===== config.mk =====
export PLATFORM = sky130hd
export DESIGN_NAME = protocol_tx
export DESIGN_NICKNAME = d
export VERILOG_FILES = /design/src/rtl/protocol_tx.sv
export SDC_FILE = /design/constraint.sdc
export NUM_CORES = 1
export LEC_CHECK = 0
export BUFFER_PORTS_ARGS = -buffer_cell sky130_fd_sc_hd__buf_2
export CAP_MARGIN = 15
export CORE_MARGIN = 2
export CORE_UTILIZATION = 55
export DETAILED_ROUTE_END_ITERATION = 6
export HOLD_SLACK_MARGIN = 0.02
export MAX_ROUTING_LAYER = met4
export PLACE_DENSITY_LB_ADDON = 0.15
export SYNTH_ARGS = -nofsm -noshare
export SYNTH_HDL_FRONTEND = slang
export SYNTH_SLANG_ARGS = --single-unit

===== constraint.sdc =====
create_clock -name i_clk -period 2.52 [get_ports i_clk]
set_input_delay 0.63 -clock i_clk [delete_from_list [all_inputs] [get_ports i_clk]]
set_output_delay 0.63 -clock i_clk [all_outputs]
set_load 0.005 [all_outputs]

===== src/rtl/protocol_tx.sv =====
// Serial transmitter for the lamp LED dck/cs/mosi link: one frame per start,
// command and length header followed by payload bytes, all MSB first.
module protocol_tx #(
    parameter int unsigned c_half_period  = 4,
    parameter int unsigned c_command_bits = 5,
    parameter int unsigned c_length_bits  = 11
) (
    input  logic                      i_clk,
    input  logic                      i_rst_n,
    input  logic                      i_start,
    input  logic [c_command_bits-1:0] i_command,
    input  logic [c_length_bits-1:0]  i_length,
    input  logic [7:0]                i_byte,
    input  logic                      i_byte_valid,
    output logic                      o_byte_ready,
    output logic                      o_busy,
    output logic                      o_done,
    output logic                      o_dck,
    output logic                      o_cs,
    output logic                      o_mosi
);
    localparam int unsigned c_div_w = $clog2(c_half_period + 1);
    localparam int unsigned c_cnt_w = c_length_bits + 4;
    localparam int unsigned c_hdr_w = c_command_bits + c_length_bits;
    localparam int unsigned c_pad_w = c_hdr_w - 8;
    localparam logic [c_div_w-1:0] c_div_load = c_div_w'(c_half_period - 1);

    typedef enum logic [2:0] {
        S_IDLE, S_SETUP, S_HIGH, S_LOW, S_STALL, S_FINISH
    } state_t;

    state_t                   state_q, state_d;
    logic [c_div_w-1:0]       div_q, div_d;
    logic [c_cnt_w-1:0]       cnt_q, cnt_d;
    logic [c_hdr_w-1:0]       shift_q, shift_d;
    logic [7:0]               hold_q, hold_d;
    logic                     hold_full_q, hold_full_d;
    logic [c_length_bits-1:0] len_q, len_d, acc_q, acc_d;
    logic                     cs_q, dck_q, busy_q, done_q;
    logic                     cs_d, dck_d, busy_d, done_d;

    logic                     accept_c, avail_c, boundary_c;
    logic [7:0]               take_byte_c;
    logic [c_cnt_w-1:0]       cnt_inc_c, total_c;
    logic [2:0]               past_hdr_c;

    assign o_byte_ready = busy_q && !hold_full_q && (acc_q < len_q);
    assign accept_c     = o_byte_ready && i_byte_valid;
    // A byte for the next boundary comes from the holding register, or straight from the stream
    assign avail_c      = hold_full_q || accept_c;
    assign take_byte_c  = hold_full_q ? hold_q : i_byte;
    assign total_c      = c_cnt_w'({len_q, 3'b000}) + c_cnt_w'(c_hdr_w);
    assign cnt_inc_c    = cnt_q + c_cnt_w'(1);
    assign past_hdr_c   = 3'(cnt_inc_c - c_cnt_w'(c_hdr_w));
    assign boundary_c   = (cnt_inc_c >= c_cnt_w'(c_hdr_w)) && (past_hdr_c == 3'b000);

    assign o_mosi = shift_q[c_hdr_w-1];
    assign o_cs   = cs_q;
    assign o_dck  = dck_q;
    assign o_busy = busy_q;
    assign o_done = done_q;

    // Next-state and next-output logic
    always_comb begin
        state_d     = state_q;
        div_d       = div_q;
        cnt_d       = cnt_q;
        shift_d     = shift_q;
        hold_d      = hold_q;
        hold_full_d = hold_full_q;
        len_d       = len_q;
        acc_d       = acc_q;

        if (accept_c) begin
            acc_d       = acc_q + c_length_bits'(1);
            hold_d      = i_byte;
            hold_full_d = 1'b1;
        end

        case (state_q)
            S_IDLE: begin
                if (i_start && (i_length != '0)) begin
                    state_d     = S_SETUP;
                    div_d       = c_div_load;
                    cnt_d       = '0;
                    shift_d     = {i_command, i_length};
                    len_d       = i_length;
                    acc_d       = '0;
                    hold_full_d = 1'b0;
                end
            end
            S_SETUP: begin
                if (div_q == '0) begin
                    state_d = S_HIGH;
                    div_d   = c_div_load;
                end else begin
                    div_d = div_q - c_div_w'(1);
                end
            end
            S_HIGH: begin
                if (div_q == '0) begin
                    div_d = c_div_load;
                    cnt_d = cnt_inc_c;
                    if (cnt_inc_c == total_c) begin
                        state_d = S_LOW;
                    end else if (boundary_c) begin
                        if (avail_c) begin
                            state_d     = S_LOW;
                            shift_d     = {take_byte_c, {c_pad_w{1'b0}}};
                            hold_full_d = 1'b0;
                        end else begin
                            state_d = S_STALL;
                        end
                    end else begin
                        state_d = S_LOW;
                        shift_d = {shift_q[c_hdr_w-2:0], 1'b0};
                    end
                end else begin
                    div_d = div_q - c_div_w'(1);
                end
            end
            S_STALL: begin
                if (avail_c) begin
                    state_d     = S_LOW;
                    div_d       = c_div_load;
                    shift_d     = {take_byte_c, {c_pad_w{1'b0}}};
                    hold_full_d = 1'b0;
                end
            end
            S_LOW: begin
                if (div_q == '0) begin
                    div_d = c_div_load;
                    if (cnt_q == total_c) begin
                        state_d = S_FINISH;
                        shift_d = '0;
                    end else begin
                        state_d = S_HIGH;
                    end
                end else begin
                    div_d = div_q - c_div_w'(1);
                end
            end
            S_FINISH: state_d = S_IDLE;
            default:  state_d = S_IDLE;
        endcase

        cs_d   = (state_d == S_IDLE) || (state_d == S_FINISH);
        dck_d  = (state_d == S_HIGH);
        busy_d = (state_d != S_IDLE);
        done_d = (state_d == S_FINISH);
    end

    always_ff @(posedge i_clk) begin
        if (!i_rst_n) begin
            state_q     <= S_IDLE;
            div_q       <= '0;
            cnt_q       <= '0;
            shift_q     <= '0;
            hold_q      <= '0;
            hold_full_q <= 1'b0;
            len_q       <= '0;
            acc_q       <= '0;
            cs_q        <= 1'b1;
            dck_q       <= 1'b0;
            busy_q      <= 1'b0;
            done_q      <= 1'b0;
        end else begin
            state_q     <= state_d;
            div_q       <= div_d;
            cnt_q       <= cnt_d;
            shift_q     <= shift_d;
            hold_q      <= hold_d;
            hold_full_q <= hold_full_d;
            len_q       <= len_d;
            acc_q       <= acc_d;
            cs_q        <= cs_d;
            dck_q       <= dck_d;
            busy_q      <= busy_d;
            done_q      <= done_d;
        end
    end
endmodule

==> metrics.md, run 1 <==
| Metric | Value |
|---|---|
| Pin count of the biggest net entering global routing | 41 |
| CTS Sinks | 72 |
| DIE AREA | 9520 um^2 |
| Yosys reg bits | 72 |
| Finished Layout Cells | 814 |
| Die Height | 97.6 um |
| Clock Path Buffers | 2 |
| Count leader, synth | dfxtp_1 |
| Post-route setup slack | -228 ps |
| Max Slew Vio Count | 0 |
| Fill cells | 623 |
| Initial antenna violation count | 0 |
| DR iter-0 viols | 383 |
| VDD IR max | 0.522 mV |
| Routed WL | 15800 um |
| Top cell type's share of synthesized area | 0.299 |
| Row Count | 34 |
| Synth Area in Compound Gates | 0.242 |
| Most used flip-flop cell after synthesis | dfxtp_1 |
| Metal-1 WL | 6520 um |
| Mux share of post-synthesis cell area | 0.0229 |
| Tot Pwr | 3.51 mW |
| Fraction of layout cells with a size suffix above 1 | 0.384 |
| Syn avg cell area | 8.12 um^2 |
| Met3 routed WL | 1370 um |
| DRC errors left | 0 |
| Antenna-violating nets left | 0 |
| Latest clock arrival within the worst-skew pair | 370 ps |
| CTS tree | yes |
| Worst-path fanout max | 8 |
| Syn Inst Count | 593 |
| DIE WIDTH | 97.6 um |
| Total CTS buffers | 9 |
| Synth-to-layout area growth | 36.9% |
| Clock root buffer | clkbuf_8 |
| Dominant cell type by area after synthesis | dfxtp_1 |
| Highest metal used | met4 |
| I/O Buffers | 33 |
| Failing checks | negative setup slack |
| Required @ worst endpoint | 2750 ps |
| Most frequent cells after synthesis | 72 x dfxtp_1, 61 x nor2_1, 53 x nand2_1, 41 x a21oi_1, 27 x nand3_1 |
| Routed length on met2 | 7600 um |
| Setup Skew | 12.5 ps |
| Status | finished, violations left |
| Post-synth EDFFs | 0 |
| Detailed-router iteration count before antenna repair | 5 |
| Max-capacitance violation count | 0 |
| Final setup viols | 21 |
| Vias in the first global route | 4767 |
| Synth Cell Area | 4810 um^2 |
| Synth warnings | 0 |
| Largest family of logic cells by synthesized area | simple AND/OR/NAND/NOR gates |
| Final Hold Violating Endpoints | 0 |
| XOR/XNOR Fraction of Synth Area | 0.0858 |
| GP Congestion | 0.989 |
| Setup TNS | -2080 ps |
| Hold Crit Class | register to register |
| Gr usage total | 0.315 |
| Post-DP HPWL | 10300 um |
| Leakage power | 2.66 nW |
| Synth Area in Simple Gates | 0.244 |
| Synth Area in Adders | 0.0442 |
| Antenna Cells | 0 |
| Fin crit share | 1.09 |
| DP Area | 5640 um^2 |
| First-pass GRT wire length | 23700 um |
| Htree depth | 3 |
| Synth area leaders | dfxtp_1 30%, nor2_1 4.8%, ha_1 4.4% |
| Total gr overflow | 0 |
| WS Path Type | register to register |
| Syn Nets | 638 |
| Startpoint types | register |
| Drt via density | 6.33 |
| Worst-Margin Slew | 701 ps |
| Post-layout min period | 2750 ps |
| Core ar. | 8590 um^2 |
| Headroom to the max-slew limit | 0.532 |
| CP Capture Type | register |
| Critical path arrival | 2980 ps |
| Post-synthesis cell type count | 76 |
| Initial Util | 0.560 |
| Placed instance count | 781 |
| Vias | 5149 |
| Max Fclk | 0.364 GHz |
| RSZ-0062 raised after global routing | true |
| Final net count | 746 |
| Wire per inst | 19.4 um |
| Pwr Density | 532 nW/um^2 |
| Seq/Total Area, Yosys | 0.299 |
| Design area | 6590 um^2 |
| # IOs | 34 |
| Clk slew on worst S/H paths | 90 ps |
| Post-synth ARST share | 0 |
## worst max-delay path: stages, from the launching register on
cell and delay (ps):
dfxtp_4 380, buf_4 160, nand3_2 110, xnor2_2 170
or4_4 570, a211oi_4 250, nand3_4 190, a21o_4 310
o211ai_1 340, o31ai_4 130
## logic make-up after synthesis
| kind of cell | after synthesis |
|---|---|
| simple gates | 229 |
| compound gates | 158 |
| flops | 72 |
| buf+inv | 63 |
| xor+xnor | 43 |
| fa+ha+maj | 17 |
| mux | 11 |
## power by group
part	switching, mW	internal, mW
registers	0.0900	1.22
clock network	0.506	0.565
logic	0.617	0.506
total	1.21	2.30
## repair_timing
action                     CTS  global route
resized for setup           31            94
hold buffers                 0             0
pin swaps                   10            41
setup endpoints to repair   24            34
buffers inserted             3            17
cloned                       1             2
## sequential cells by signal (all words and copies together), names as in the netlist
signal       cells
o_cs             1
state_q          3
hold_full_q      1
hold_q           8
div_q            3
o_done           1
shift_q         16
o_busy           1
acc_q           11
len_q           11
cnt_q           15
o_dck            1
## cell usage in the layout (no fill, tap or decap), types with 5 or more instances in the layout
master    synthesis  layout
o31ai_1          18      10
buf_4             0      95
nand3_1          27      22
o211ai_1          9       9
o31ai_4           1       5
dfxtp_2           0      12
or2_2             5       5
xnor2_1          23      20
nand2b_1          5       5
buf_6             5       9
nand2_1          53      49
a221o_1           5       5
ha_1             17       8
buf_2            19      33
dfxtp_1          72      51
and2_1            7       6
and4_1            5       5
o21ai_0          21      18
nand3_2           1       5
mux2i_1          11      10
nand4_1           8       8
nor3_1           15      13
a21oi_2           0       8
a21oi_1          41      33
dfxtp_4           0       9
inv_1            16      12
clkbuf_8          0       9
nor2_1           61      58
a22o_1            9       9
xor2_1           16      16
ha_4              0       9
and3_1           12      12
## cell type report
type | count | area [um^2] | area share
tap | 108 | 135 | 0.0205
clock buffer | 10 | 128 | 0.0194
clock inverter | 6 | 92.6 | 0.0141
timing repair buffer | 142 | 1080 | 0.164
inverter | 17 | 66.3 | 0.0101
multi-input combinational | 459 | 3600 | 0.546
sequential | 72 | 1490 | 0.226
## routing by layer
| layer | track usage | vias up |
|---|---|---|
| met5 | - | - |
| met4 | 0.0812 | 0 |
| met2 | 0.495 | 252 |
| met1 | 0.429 | 2471 |
| met3 | 0.0439 | 38 |
| li1 | - | 2388 |
## path summary, 6_finish.rpt
check                                from         end  slack [ps]  cells after the start
worst max-delay path             len_q[2]  shift_q[9]        -230                      9
worst min-delay path            hold_q[6]   hold_q[6]         460                      2
worst min register to register  hold_q[6]   hold_q[6]         460                      2
worst max register to register   len_q[2]  shift_q[9]        -230                      9
## metrics by stage
| step | util | setup slack, ps | hold WS, ps |
|---|---|---|---|
| after floorplan | - | -5.61 | 437 |
| after global placement | 0.656 | -126 | 447 |
| after detailed placement | 0.656 | -215 | 453 |
| after CTS | 0.699 | -98.0 | 466 |
| after global routing | 0.767 | -218 | 501 |
| final | 0.767 | -228 | 464 |
Note: power is estimated with default switching activity, not from simulation.
==> run 2, diff against run 1 <==
Settings changed: ABC_AREA set to 1, CORE_MARGIN 2 to not set, CORE_UTILIZATION 55 to 56.
==> run 2 against run 1 <==
Against the previous run:
- the flow now finishes without violations
- sequential cell count unchanged
- die area increased by 3.0%
- area after synthesis increased by 9.5%
- clock skew decreased by 0.50 ps
- combinational power increased by 50%
- sequential share of layout area increased by 1.2 points
- design area decreased by 7.2%
- critical path depth increased by 5
- count of clock-buffer cells in the layout increased by 2
- critical endpoint is now shift_q[12]
- largest cell class unchanged
- highest routed layer unchanged
==> metrics.md, run 2 <==
| Metric | Value |
|---|---|
| Status | finished clean |
| Headroom to the max-slew limit | 0.634 |
| Synth area leaders | dfxtp_1 27%, nand2_1 18%, nand3_1 7.4% |
| Count leader, synth | nand2_1 |
| Pwr Density | 673 nW/um^2 |
| Clk slew on worst S/H paths | 80 ps |
| DP Area | 5660 um^2 |
| Post-DP HPWL | 10700 um |
| I/O Buffers | 33 |
| Wire per inst | 14.6 um |
| Setup Skew | 12.0 ps |
| Htree depth | 3 |
| Crit path from | acc_q[8] |
| Initial Util | 0.573 |
| Antenna-violating nets left | 0 |
| Detailed-router iteration count before antenna repair | 5 |
| GP Congestion | 0.961 |
| Initial antenna violation count | 0 |
| Leakage power | 2.75 nW |
| DIE WIDTH | 99.0 um |
| Max reg flops | 16 |
| Routed length on met2 | 6680 um |
| Row Count | 35 |
| Setup TNS | 0 ps |
| Met3 routed WL | 917 um |
| Synth Cell Area | 5270 um^2 |
| Required @ worst endpoint | 2750 ps |
| Antenna Cells | 0 |
| Highest metal used | met4 |
| Max Fclk | 0.407 GHz |
| Clock Path Buffers | 2 |
| Yosys reg bits | 72 |
| Commonest cells after routing, fill and taps aside | 248 x nand2_1, 88 x inv_1, 78 x nand3_1 |
| Critical Path, Cell by Cell | ha_4 > a21oi_1 > nor2_1 > nor2_2 > nand4_1 > nand2_2 > clkbuf_16 > nand2_1 > o21ai_0 > nand2_1 > nand3_1 > o211ai_1 > nand2_2 > a21oi_2 |
| First-pass GRT wire length | 23800 um |
| Total CTS buffers | 9 |
| Most used flip-flop cell after synthesis | dfxtp_1 |
| Final setup viols | 0 |
| Dominant cell type by area after synthesis | dfxtp_1 |
| Vias in the first global route | 5122 |
| Worst-Margin Slew | 550 ps |
| Pin count of the biggest net entering global routing | 39 |
| Tot Pwr | 4.11 mW |
| Reg2reg path depth | 14 |
| Fin crit share | 0.975 |
| CTS Sinks | 72 |
| CP peak stage delay | 460 ps |
| VDD IR max | 0.350 mV |
| Synth-to-layout area growth | 16.0% |
| R2R Setup Slk | 60 ps |
| Critical path arrival | 2690 ps |
| Top Registers | shift_q (16), cnt_q (15) |
| Routed WL | 14600 um |
| Latest clock arrival within the worst-skew pair | 360 ps |
| Startpoint types | register |
| Largest Register | shift_q |
| Design area | 6110 um^2 |
| Post-route setup slack | 64.1 ps |
| Post-synth ARST share | 0 |
| # IOs | 34 |
| Final net count | 928 |
| DRC errors left | 0 |
| Post-synthesis cell type count | 41 |
| Gr usage total | 0.314 |
| Vias | 5573 |
| Metal-1 WL | 6590 um |
| Worst-path fanout max | 7 |
| DIE AREA | 9800 um^2 |
| Fraction of layout cells with a size suffix above 1 | 0.221 |
| Pre-CTS setup slack | -78.0 ps |
| Max-capacitance violation count | 0 |
| Hold_buf cts | 0 |
| Core ar. | 9200 um^2 |
| Synth warnings | 0 |
| Syn Nets | 880 |
| CTS tree | yes |
| Reg-to-reg endpoint | shift_q[12] |
| Total gr overflow | 0 |
| Die Height | 99.0 um |
| Worst path slowest cell | dfxtp_1 |
| Seq/Total Area, Yosys | 0.274 |
| Syn avg cell area | 6.31 um^2 |
| Reg2reg start | acc_q[8] |
| Most frequent cells after synthesis | 255 x nand2_1, 96 x inv_1, 78 x nand3_1, 72 x dfxtp_1, 61 x nor2_1 |
| Worst hold slack | 456 ps |
| Post-synth EDFFs | 0 |
| Clock root buffer | clkbuf_8 |
| Max Slew Vio Count | 0 |
| Commonest non-fill, non-tap cell in the layout | nand2_1 |
| Syn Inst Count | 835 |
| Hold Crit Class | register to register |
| Post-layout min period | 2460 ps |
| DR iter-0 viols | 333 |
| Final Hold Violating Endpoints | 0 |
| Top cell type's share of synthesized area | 0.274 |
| CP Capture Type | register |
| Critical Path End | shift_q[12] |
| Drt via density | 5.58 |
| WS Path Type | register to register |
-- run 2: changes by cell type in the layout (fill, tap and decap cells not counted), sizes merged, moves of 19 or more --
cell,before,now
inv,17,97
xnor2,24,2
buf,141,62
o31ai,19,0
o21ai,22,41
nand2,54,287
nand3,28,87
-- run 2: layer usage --
layer	GRT usage	vias up
li1	-	2804
met1	0.404	2517
met2	0.490	216
met3	0.0454	36
met4	0.138	0
met5	-	-
-- run 2: worst min path at each step --
stage                endpoint  slack (ps)       from  cells past startpoint
floorplan           hold_q[5]         430  hold_q[5]                      2
global placement    hold_q[6]         440  hold_q[6]                      2
detailed placement  hold_q[6]         440  hold_q[6]                      2
CTS                 hold_q[6]         460  hold_q[6]                      2
global route        hold_q[6]         480  hold_q[6]                      2
finish              hold_q[6]         460  hold_q[6]                      2
-- run 2: repair_timing --
item                                    CTS  global route
setup buffers                             0             3
gates cloned                              0             2
resized for setup                         1            51
endpoints found under the setup margin    7            33
pin swaps                                 0             9
-- run 2: report_power, final --
group	switching, mW	internal [mW]	leakage (nW)
sequential	0.144	1.30	0.594
combinational	1.07	0.608	2.06
clock	0.478	0.512	0.0948
total	1.69	2.42	2.75
-- run 2: cell type report --
| type | count | area, um^2 |
|---|---|---|
| Tap cell | 111 | 139 |
| Multi-Input combinational cell | 638 | 3450 |
| Clock buffer | 12 | 155 |
| Inverter | 98 | 379 |
| Sequential cell | 72 | 1460 |
| Timing Repair Buffer | 64 | 483 |
| Clock inverter | 4 | 52.6 |
| Fill cell | 822 | 3080 |
-- run 2: cell families (layout without fill, tap and decap cells) --
family                     after synthesis  in the layout  synth area share
muxes                                    5              5           0.00950
adders and majority gates               17             17            0.0404
AOI/OAI and AO/OA                      120            120             0.133
DFF                                     72             72             0.274
buffers and inverters                  125            178            0.0992
and+or+nand+nor                        485            485             0.426
xor gates and xnor gates                11             11            0.0183
-- run 2: critical path: cells and delay by family, from the launching register on --
kind / cells / cell delay (ps)
AND/OR/NAND/NOR: 8 / 980
adder cells (fa/ha/maj): 1 / 250
buffers and inverters: 1 / 190
AO/OA/AOI/OAI: 4 / 440
flip-flops: 1 / 460
-- run 2: stage by stage --
step / std cells / util
after detailed placement: 978 / 0.615
after floorplan: 835 / -
after CTS: 994 / 0.639
after global placement: 978 / 0.615
after global routing: 999 / 0.665
final: 999 / 0.665
